[config.mk]
export PLATFORM = sky130hd
export DESIGN_NAME = alu_ctrl_mc
export DESIGN_NICKNAME = d
export VERILOG_FILES = /design/src/rtl/alu_ctrl_mc.sv
export SDC_FILE = /design/constraint.sdc
export NUM_CORES = 1
export LEC_CHECK = 0
export CAP_MARGIN = 20
export CORE_AREA = 5 5 42 44
export CTS_CLUSTER_DIAMETER = 120
export DETAILED_ROUTE_END_ITERATION = 16
export DIE_AREA = 0 0 47 49
export PLACE_DENSITY = 0.87
export SLEW_MARGIN = 20
export SYNTH_ARGS = -nofsm -noshare
export SYNTH_HDL_FRONTEND = slang
export SYNTH_SLANG_ARGS = --single-unit
[constraint.sdc]
create_clock -name clk_i -period 1.7 [get_ports clk_i]
set_input_delay 0.34 -clock clk_i [delete_from_list [all_inputs] [get_ports clk_i]]
set_output_delay 0.34 -clock clk_i [all_outputs]
set_load 0.02 [all_outputs]
[src/rtl/alu_ctrl_mc.sv]
// ALU controller: registered ALUOp/funct decode plus an iterative-multiply sequencer.
// Latency: 1 cycle, request edge to ALUCtrl_o/ctrl_valid_o; a multiply keeps busy_o high for MULT_CYCLES cycles, then pulses done_o.
// Backpressure: busy_o is high while a multiply runs; requests seen then are dropped, so upstream must hold valid_i.
//
// Optional feature macro: ALU_CTRL_MULT_EN.
//   Defined:   funct 0x18 starts a multiply, with the MULT state and the step counter.
//   Undefined: funct 0x18 is illegal, busy_o/step_o/done_o are tied low and flush_i is ignored.
//
// Ports:
//   clk_i, rst_i         clock (rising edge); asynchronous active-low reset
//   valid_i              decode request valid
//   funct_i, ALUOp_i     R-type funct field; ALU op class from main control
//   flush_i              abort an in-flight multiply
//   ALUCtrl_o            registered ALU operation code (holds between requests)
//   ctrl_valid_o         one-cycle pulse: ALUCtrl_o was just updated
//   illegal_o            one-cycle pulse, with ctrl_valid_o, for an undecodable request
//   busy_o, step_o       high while the multiplier iterates
//   done_o               one-cycle pulse: multiply complete
module alu_ctrl_mc #(
  parameter int FUNCT_W     = 6,
  parameter int ALUOP_W     = 3,
  parameter int CTRL_W      = 4,
  parameter int MULT_CYCLES = 32
) (
  input  logic               clk_i,
  input  logic               rst_i,
  input  logic               valid_i,
  input  logic [FUNCT_W-1:0] funct_i,
  input  logic [ALUOP_W-1:0] ALUOp_i,
  input  logic               flush_i,
  output logic [CTRL_W-1:0]  ALUCtrl_o,
  output logic               ctrl_valid_o,
  output logic               illegal_o,
  output logic               busy_o,
  output logic               step_o,
  output logic               done_o
);

  localparam int CNT_W = $clog2(MULT_CYCLES + 1);

  // ALU operation codes
  localparam logic [CTRL_W-1:0] OP_ADD  = CTRL_W'(0);
  localparam logic [CTRL_W-1:0] OP_SUB  = CTRL_W'(1);
  localparam logic [CTRL_W-1:0] OP_AND  = CTRL_W'(2);
  localparam logic [CTRL_W-1:0] OP_OR   = CTRL_W'(3);
  localparam logic [CTRL_W-1:0] OP_SLT  = CTRL_W'(4);
  localparam logic [CTRL_W-1:0] OP_SLTU = CTRL_W'(5);
  localparam logic [CTRL_W-1:0] OP_SLL  = CTRL_W'(6);
  localparam logic [CTRL_W-1:0] OP_LUI  = CTRL_W'(7);
  localparam logic [CTRL_W-1:0] OP_ORI  = CTRL_W'(8);
  localparam logic [CTRL_W-1:0] OP_BEQ  = CTRL_W'(9);
  localparam logic [CTRL_W-1:0] OP_BNE  = CTRL_W'(10);
  localparam logic [CTRL_W-1:0] OP_SRL  = CTRL_W'(11);
`ifdef ALU_CTRL_MULT_EN
  localparam logic [CTRL_W-1:0] OP_MULT = CTRL_W'(12);
`endif
  localparam logic [CTRL_W-1:0] OP_NOR  = CTRL_W'(13);

  // ALUOp classes
  localparam logic [ALUOP_W-1:0] AOP_ADD   = ALUOP_W'(3'b000);
  localparam logic [ALUOP_W-1:0] AOP_BEQ   = ALUOP_W'(3'b001);
  localparam logic [ALUOP_W-1:0] AOP_RTYPE = ALUOP_W'(3'b010);
  localparam logic [ALUOP_W-1:0] AOP_BNE   = ALUOP_W'(3'b011);
  localparam logic [ALUOP_W-1:0] AOP_ORI   = ALUOP_W'(3'b100);
  localparam logic [ALUOP_W-1:0] AOP_LUI   = ALUOP_W'(3'b101);

  // R-type funct values
  localparam logic [FUNCT_W-1:0] FN_ADD  = FUNCT_W'(6'h20);
  localparam logic [FUNCT_W-1:0] FN_SUB  = FUNCT_W'(6'h22);
  localparam logic [FUNCT_W-1:0] FN_AND  = FUNCT_W'(6'h24);
  localparam logic [FUNCT_W-1:0] FN_OR   = FUNCT_W'(6'h25);
  localparam logic [FUNCT_W-1:0] FN_NOR  = FUNCT_W'(6'h27);
  localparam logic [FUNCT_W-1:0] FN_SLT  = FUNCT_W'(6'h2a);
  localparam logic [FUNCT_W-1:0] FN_SLTU = FUNCT_W'(6'h2b);
  localparam logic [FUNCT_W-1:0] FN_SLL  = FUNCT_W'(6'h00);
  localparam logic [FUNCT_W-1:0] FN_SRL  = FUNCT_W'(6'h02);
`ifdef ALU_CTRL_MULT_EN
  localparam logic [FUNCT_W-1:0] FN_MULT = FUNCT_W'(6'h18);
`endif

  // ------------------------------------------------------------------
  // Combinational decode of the current request
  // ------------------------------------------------------------------
  logic [CTRL_W-1:0] dec_ctrl;
  logic              dec_illegal;
  logic              dec_mult;
  logic              accept;

  always_comb begin
    dec_ctrl    = OP_ADD;
    dec_illegal = 1'b0;
    dec_mult    = 1'b0;
    case (ALUOp_i)
      AOP_ADD: dec_ctrl = OP_ADD;
      AOP_BEQ: dec_ctrl = OP_BEQ;
      AOP_BNE: dec_ctrl = OP_BNE;
      AOP_ORI: dec_ctrl = OP_ORI;
      AOP_LUI: dec_ctrl = OP_LUI;
      AOP_RTYPE: begin
        case (funct_i)
          FN_ADD:  dec_ctrl = OP_ADD;
          FN_SUB:  dec_ctrl = OP_SUB;
          FN_AND:  dec_ctrl = OP_AND;
          FN_OR:   dec_ctrl = OP_OR;
          FN_NOR:  dec_ctrl = OP_NOR;
          FN_SLT:  dec_ctrl = OP_SLT;
          FN_SLTU: dec_ctrl = OP_SLTU;
          FN_SLL:  dec_ctrl = OP_SLL;
          FN_SRL:  dec_ctrl = OP_SRL;
`ifdef ALU_CTRL_MULT_EN
          FN_MULT: begin
            dec_ctrl = OP_MULT;
            dec_mult = 1'b1;
          end
`endif
          // Unlisted funct: report illegal, drive a harmless add.
          default: begin
            dec_ctrl    = OP_ADD;
            dec_illegal = 1'b1;
          end
        endcase
      end
      // ALUOp 110/111 are unassigned classes.
      default: begin
        dec_ctrl    = OP_ADD;
        dec_illegal = 1'b1;
      end
    endcase
  end

`ifdef ALU_CTRL_MULT_EN
  // ------------------------------------------------------------------
  // Multiply sequencer
  // ------------------------------------------------------------------
  typedef enum logic [1:0] {
    S_IDLE = 2'd0,
    S_MULT = 2'd1,
    S_DONE = 2'd2
  } state_t;

  state_t           state_q, state_d;
  logic [CNT_W-1:0] cnt_q, cnt_d;

  // DONE accepts requests too, which gives zero-bubble back-to-back multiplies.
  assign accept = valid_i && (state_q != S_MULT);

  always_ff @(posedge clk_i or negedge rst_i) begin
    if (!rst_i) begin
      state_q <= S_IDLE;
      cnt_q   <= '0;
    end else begin
      state_q <= state_d;
      cnt_q   <= cnt_d;
    end
  end

  always_comb begin
    state_d = state_q;
    cnt_d   = cnt_q;
    case (state_q)
      S_IDLE, S_DONE: begin
        state_d = S_IDLE;
        if (accept && dec_mult) begin
          state_d = S_MULT;
          // Loading N-1 and leaving at 0 gives exactly N cycles in MULT.
          cnt_d   = CNT_W'(MULT_CYCLES - 1);
        end
      end
      S_MULT: begin
        if (flush_i) begin
          // Abort: skip DONE so no completion is reported.
          state_d = S_IDLE;
          cnt_d   = '0;
        end else if (cnt_q == '0) begin
          state_d = S_DONE;
        end else begin
          cnt_d = cnt_q - CNT_W'(1);
        end
      end
      default: begin
        state_d = S_IDLE;
        cnt_d   = '0;
      end
    endcase
  end

  // Status outputs are decodes of the registered state.
  assign busy_o = (state_q == S_MULT);
  assign step_o = (state_q == S_MULT);
  assign done_o = (state_q == S_DONE);
`else
  // Without the multiplier every request is accepted immediately.
  assign accept = valid_i;
  assign busy_o = 1'b0;
  assign step_o = 1'b0;
  assign done_o = 1'b0;

  // flush_i has nothing to abort; dec_mult is never set.
  wire unused_cfg = &{1'b0, flush_i, dec_mult, CNT_W'(MULT_CYCLES)};
`endif

  // ------------------------------------------------------------------
  // Registered decode outputs
  // ------------------------------------------------------------------
  always_ff @(posedge clk_i or negedge rst_i) begin
    if (!rst_i) begin
      ALUCtrl_o    <= OP_ADD;
      ctrl_valid_o <= 1'b0;
      illegal_o    <= 1'b0;
    end else begin
      ctrl_valid_o <= accept;
      illegal_o    <= accept && dec_illegal;
      // ALUCtrl_o holds its value when no request is accepted.
      if (accept) begin
        ALUCtrl_o <= dec_ctrl;
      end
    end
  end

endmodule

[After elaboration in Yosys (flattened, before gate mapping)]
Index checks and enable logic that the tools add are counted.
Storage, ports and cells
  register bits after elaboration: 6
  RAM bits: 0
  input port bits: 13
  bits in read-only memories: 0
  output and inout port bits: 9
  bits in latches: 0
  memories kept: 0
Cells by class
  multiply operators: 0
  reductions and logical operators: 5
  eq/ne operators: 13
  shifts and indexed selects: 0
  $lt $le $gt $ge: 0
  multiplexer cells: 4
  divide/modulo/power cells: 0
  bitwise logic cells: 0
  add/subtract/negate cells: 0
Operators by type and width (number)
  $eq A6 B6 Y1 const B: 7
  $pmux W4 S8: 1
  $pmux W4 S5: 1
  $reduce_or A9 Y1: 1
  $eq A3 B2 Y1 const B: 2
  $eq A3 B3 Y1 const B: 2
  $eq A6 B2 Y1 const B: 1
  $logic_not A6 Y1: 1
  $reduce_or A5 Y1: 1
  $eq A3 B1 Y1 const B: 1
  $logic_not A3 Y1: 1
  $pmux W1 S2: 1
  $logic_and A1 B1 Y1: 1
  $mux W1: 1

[Longest topological paths before layout]
  word-level depth: 5
  depth in mapped cells: 5
  mapped depth without buffers: 4

[Worst setup path before layout]
No wires, ideal clock.
  path kind: input to register
  start: in funct_i[4]
  end: reg ALUCtrl_o[2]
  buffers on the path: 0
  data arrival time: 1.372 ns
  stages: 4
  path slack: 0.232 ns
  library setup time: 0.096 ns
  path through: or4b_4 -> a2111oi_4 -> a21oi_2 -> a311oi_2
On the way
  word-level cells in the longest chain between the ends: 3
  elaborated cells between the ends (all ways): 10
RTL lines
  from (decl): RTL line 28  | input logic [FUNCT_W-1:0] funct_i,
  $eq A6 B2 Y1, or another cell as far along: RTL line 100  | case (funct_i)
  $pmux W4 S8 (*): RTL line 100
  $pmux W4 S5 (*): RTL line 93  | case (ALUOp_i)
  to (signal assigned): RTL line 215  | ALUCtrl_o <= dec_ctrl;
  to (decl): RTL line 31  | output logic [CTRL_W-1:0] ALUCtrl_o,
Mark *: on every way between the ends. The rest lies on a longest branch, timed or not.
A chain may end at the register's enable or synchronous reset.

[Worst setup path in the final report]
  start: in ALUOp_i[0]
  end: reg ALUCtrl_o[0]
On the way
  word-level cells in the longest chain between the ends: 2
  elaborated cells between the ends (all ways): 6
RTL lines
  from (decl): RTL line 29  | input logic [ALUOP_W-1:0] ALUOp_i,
  $eq A3 B2 Y1, or another cell as far along: RTL line 93
  $pmux W4 S5 (*): RTL line 93
Marked as above.

==> impl_metrics.env <==
export IMPL_start_kind="primary input"
export IMPL_period_share_pct=96.04
export IMPL_arrival_ps=1800
export IMPL_postSynthCellCount=60
export IMPL_htree_levels=1
export IMPL_rows=14
export IMPL_power_per_cell_area_nw_per_um2=577.4
export IMPL_crit_path_end_kind="register"
export IMPL_setup_viol=0
export IMPL_drc_errors=0
export IMPL_cts_made_buffers=3
export IMPL_worst_path_max_delay_cell="or4b_4"
export IMPL_max_stage_delay_ps=560
export IMPL_grt_pass1_wl_um=2249
export IMPL_post_route_util_pct=58.84
export IMPL_first_iter_violations=19
export IMPL_num_vias=572
export IMPL_grt_overflow=0
export IMPL_clock_latency_ps=250
export IMPL_core_um2=1401
export IMPL_slew_violations=0
export IMPL_crit_type="primary input to register"
export IMPL_die_y_um=49
export IMPL_initial_utilization_pct=38.04
export IMPL_status="finished, final reports clean"
export IMPL_root_buffer="clkbuf_4"
export IMPL_place_gp_congestion=0.7587
export IMPL_cp_num_cells=5
export IMPL_first_pass_iters=4
export IMPL_drive_gt1_share_pct=29.35
export IMPL_die_area_um2=2303
export IMPL_crit_buf_inv=1
export IMPL_drv_cap=0
export IMPL_max_freq_ghz=0.6125
export IMPL_finalHoldViolations=0
export IMPL_grt_max_degree=10
export IMPL_crit_fanout=2
export IMPL_layout_setup_ws_ps=67.24
export IMPL_grt_pass1_vias=527
export IMPL_setup_tns_ps=0
export IMPL_ys_types=34
export IMPL_antenna_found_initial=0
export IMPL_ant_nets=0
export IMPL_reg2reg_depth=3
export IMPL_cp_data_required_time_ps=1870
export IMPL_final_cell_mix="16 x buf_4, 13 x clkdlybuf4s50_1, 6 x dfrtp_1"
export IMPL_rrSetupSlack_ps=780
export IMPL_cts_sinks=6
export IMPL_fin_nets=107
export IMPL_syn_to_final_growth_pct=54.69
export IMPL_dpl_hpwl_um=1206
export IMPL_wl_per_cell_um=13.47
export IMPL_yosysSeqAreaShare_pct=28.17
export IMPL_die_w_um=47
export IMPL_ir_drop_uv=228.5
export IMPL_holdWs_ps=319.2
export IMPL_layout_commonest_cell="buf_4"
export IMPL_n_fill_cell=132
export IMPL_top_level_ports=22
export IMPL_io_buffers=17
export IMPL_vias_per_cell=5.296
export IMPL_clkTransAtPathRegs_ps=50
export IMPL_avgSynthCellArea_um2=8.884
export IMPL_diodes=0
export IMPL_critPathTopFamily="compound AO/OA/AOI/OAI gates"
export IMPL_fin_skew_ps=0
export IMPL_wl_um=1455
export IMPL_timing_rr_end="ALUCtrl_o[3]$_DFFE_PN0P_"
export IMPL_yosys_warnings=0
export IMPL_cellLeakagePower_nw=0.3619
export IMPL_clock_path_buffers=2
export IMPL_r2r_start="ALUCtrl_o[3]$_DFFE_PN0P_"
export IMPL_holdBufCountCts=0
export IMPL_synth_area_um2=533.0
export IMPL_period_needed_ps=1633
export IMPL_worstPathCellList="dlygate4sd2_1 -> or4b_4 -> a2111oi_4 -> a21oi_2 -> o31ai_2"
export IMPL_ys_seq_elements=6
export IMPL_place_ws_ps=-276.3
export IMPL_tritoncts="yes"
export IMPL_min_path_type="primary input to asynchronous set/reset pin"
export IMPL_cts_setup_buffers=0
export IMPL_grt_usage_pct=13.51
-- synthesized netlist by cell type --
cell	number	area, µm²
a21oi_2	1	8.760
a311oi_2	1	15.01
inv_1	5	18.77
o21ai_0	4	20.02
o31ai_2	1	12.51
a2111oi_4	1	27.53
nand2_1	3	11.26
nor2b_1	1	6.260
or2_0	1	6.260
nor2_1	5	18.77
a211oi_2	1	12.51
o211a_1	1	10.01
buf_2	1	5.000
nor3_1	1	5.000
a211oi_1	1	7.510
o311ai_0	1	8.760
mux2i_1	2	20.02
nand4_1	1	6.260
or3_1	1	6.260
nand3b_1	2	15.01
nor4b_1	1	8.760
a31oi_1	2	12.51
xor2_1	1	8.760
a2111oi_0	1	8.760
conb_1	1	3.750
and2b_1	1	7.510
buf_6	2	22.52
or4b_4	1	13.76
dfrtp_1	6	150.1
nand3_1	1	5.000
buf_4	3	22.52
o22ai_1	1	6.260
a21oi_1	3	15.01
or2_2	1	6.260
-- power by group --
part           internal (mW)  switching, mW
registers              0.155        0.00516
clock network         0.0804         0.0601
logic                 0.0882         0.0873
-- what timing repair did --
item                       4_1_cts  5_1_grt
setup endpoints to repair        1        2
gates resized for setup          4        3
hold endpoints to repair         0        0
pin swaps                        3        0
-- worst reg2reg max path, delay by kind of cell (launching register included) --
| kind | cells | cell delay [ps] |
|---|---|---|
| and+or+nand+nor | 2 | 380 |
| DFF | 1 | 370 |
| AOI/OAI and AO/OA | 1 | 60 |
-- how the worst max path moves through the flow --
stage / startpoint / end / slack, ps
floorplan: funct_i[4] / ALUCtrl_o[2]$_DFFE_PN0P_ / 230
global placement: funct_i[4] / ALUCtrl_o[2]$_DFFE_PN0P_ / -240
detailed placement: funct_i[4] / ALUCtrl_o[2]$_DFFE_PN0P_ / -280
CTS: funct_i[0] / illegal_o$_DFF_PN0_ / 20
global route: funct_i[0] / illegal_o$_DFF_PN0_ / -7
finish: ALUOp_i[0] / ALUCtrl_o[0]$_DFFE_PN0P_ / 70
-- registers in the layout (all words and copies together), names as in the netlist --
| register | cells |
|---|---|
| ALUCtrl_o | 4 |
| illegal_o | 1 |
| ctrl_valid_o | 1 |
-- kinds of logic (layout without fill, tap and decap cells) --
family                    after synthesis  in the layout  share of synthesized area, %
and+or+nand+nor                        20             20                         21.83
AOI/OAI and AO/OA                      19             19                         30.99
buffers and inverters                  11             41                         12.91
DFF                                     6              6                         28.17
muxes                                   2              2                         3.756
other                                   1              3                        0.7035
xor gates and xnor gates                1              1                         1.643
-- metal layers --
layer	GRT usage [%]	wire, µm
met1	14.03	544
met2	22.85	748
met3	2.214	118
met4	9.677	43
met5	0	0
-- per-stage QoR --
step	std cells	instance area [µm²]	total power, mW
after floorplan	62	540.5	0.2464
after global placement	105	800.8	0.3322
after detailed placement	105	800.8	0.3387
after CTS	108	818.3	0.4796
after global routing	108	824.5	0.5015
final	108	824.5	0.4761
-- area by class of cell --
class	instances	area [µm²]	share of cell area, %
multi-input combinational	45	327.8	39.76
timing repair buffer	33	285.3	34.60
sequential	6	150.1	18.21
clock buffer	3	22.52	2.731
tap	16	20.02	2.428
inverter	5	18.77	2.276
Note: power is estimated with default switching activity, not from simulation.
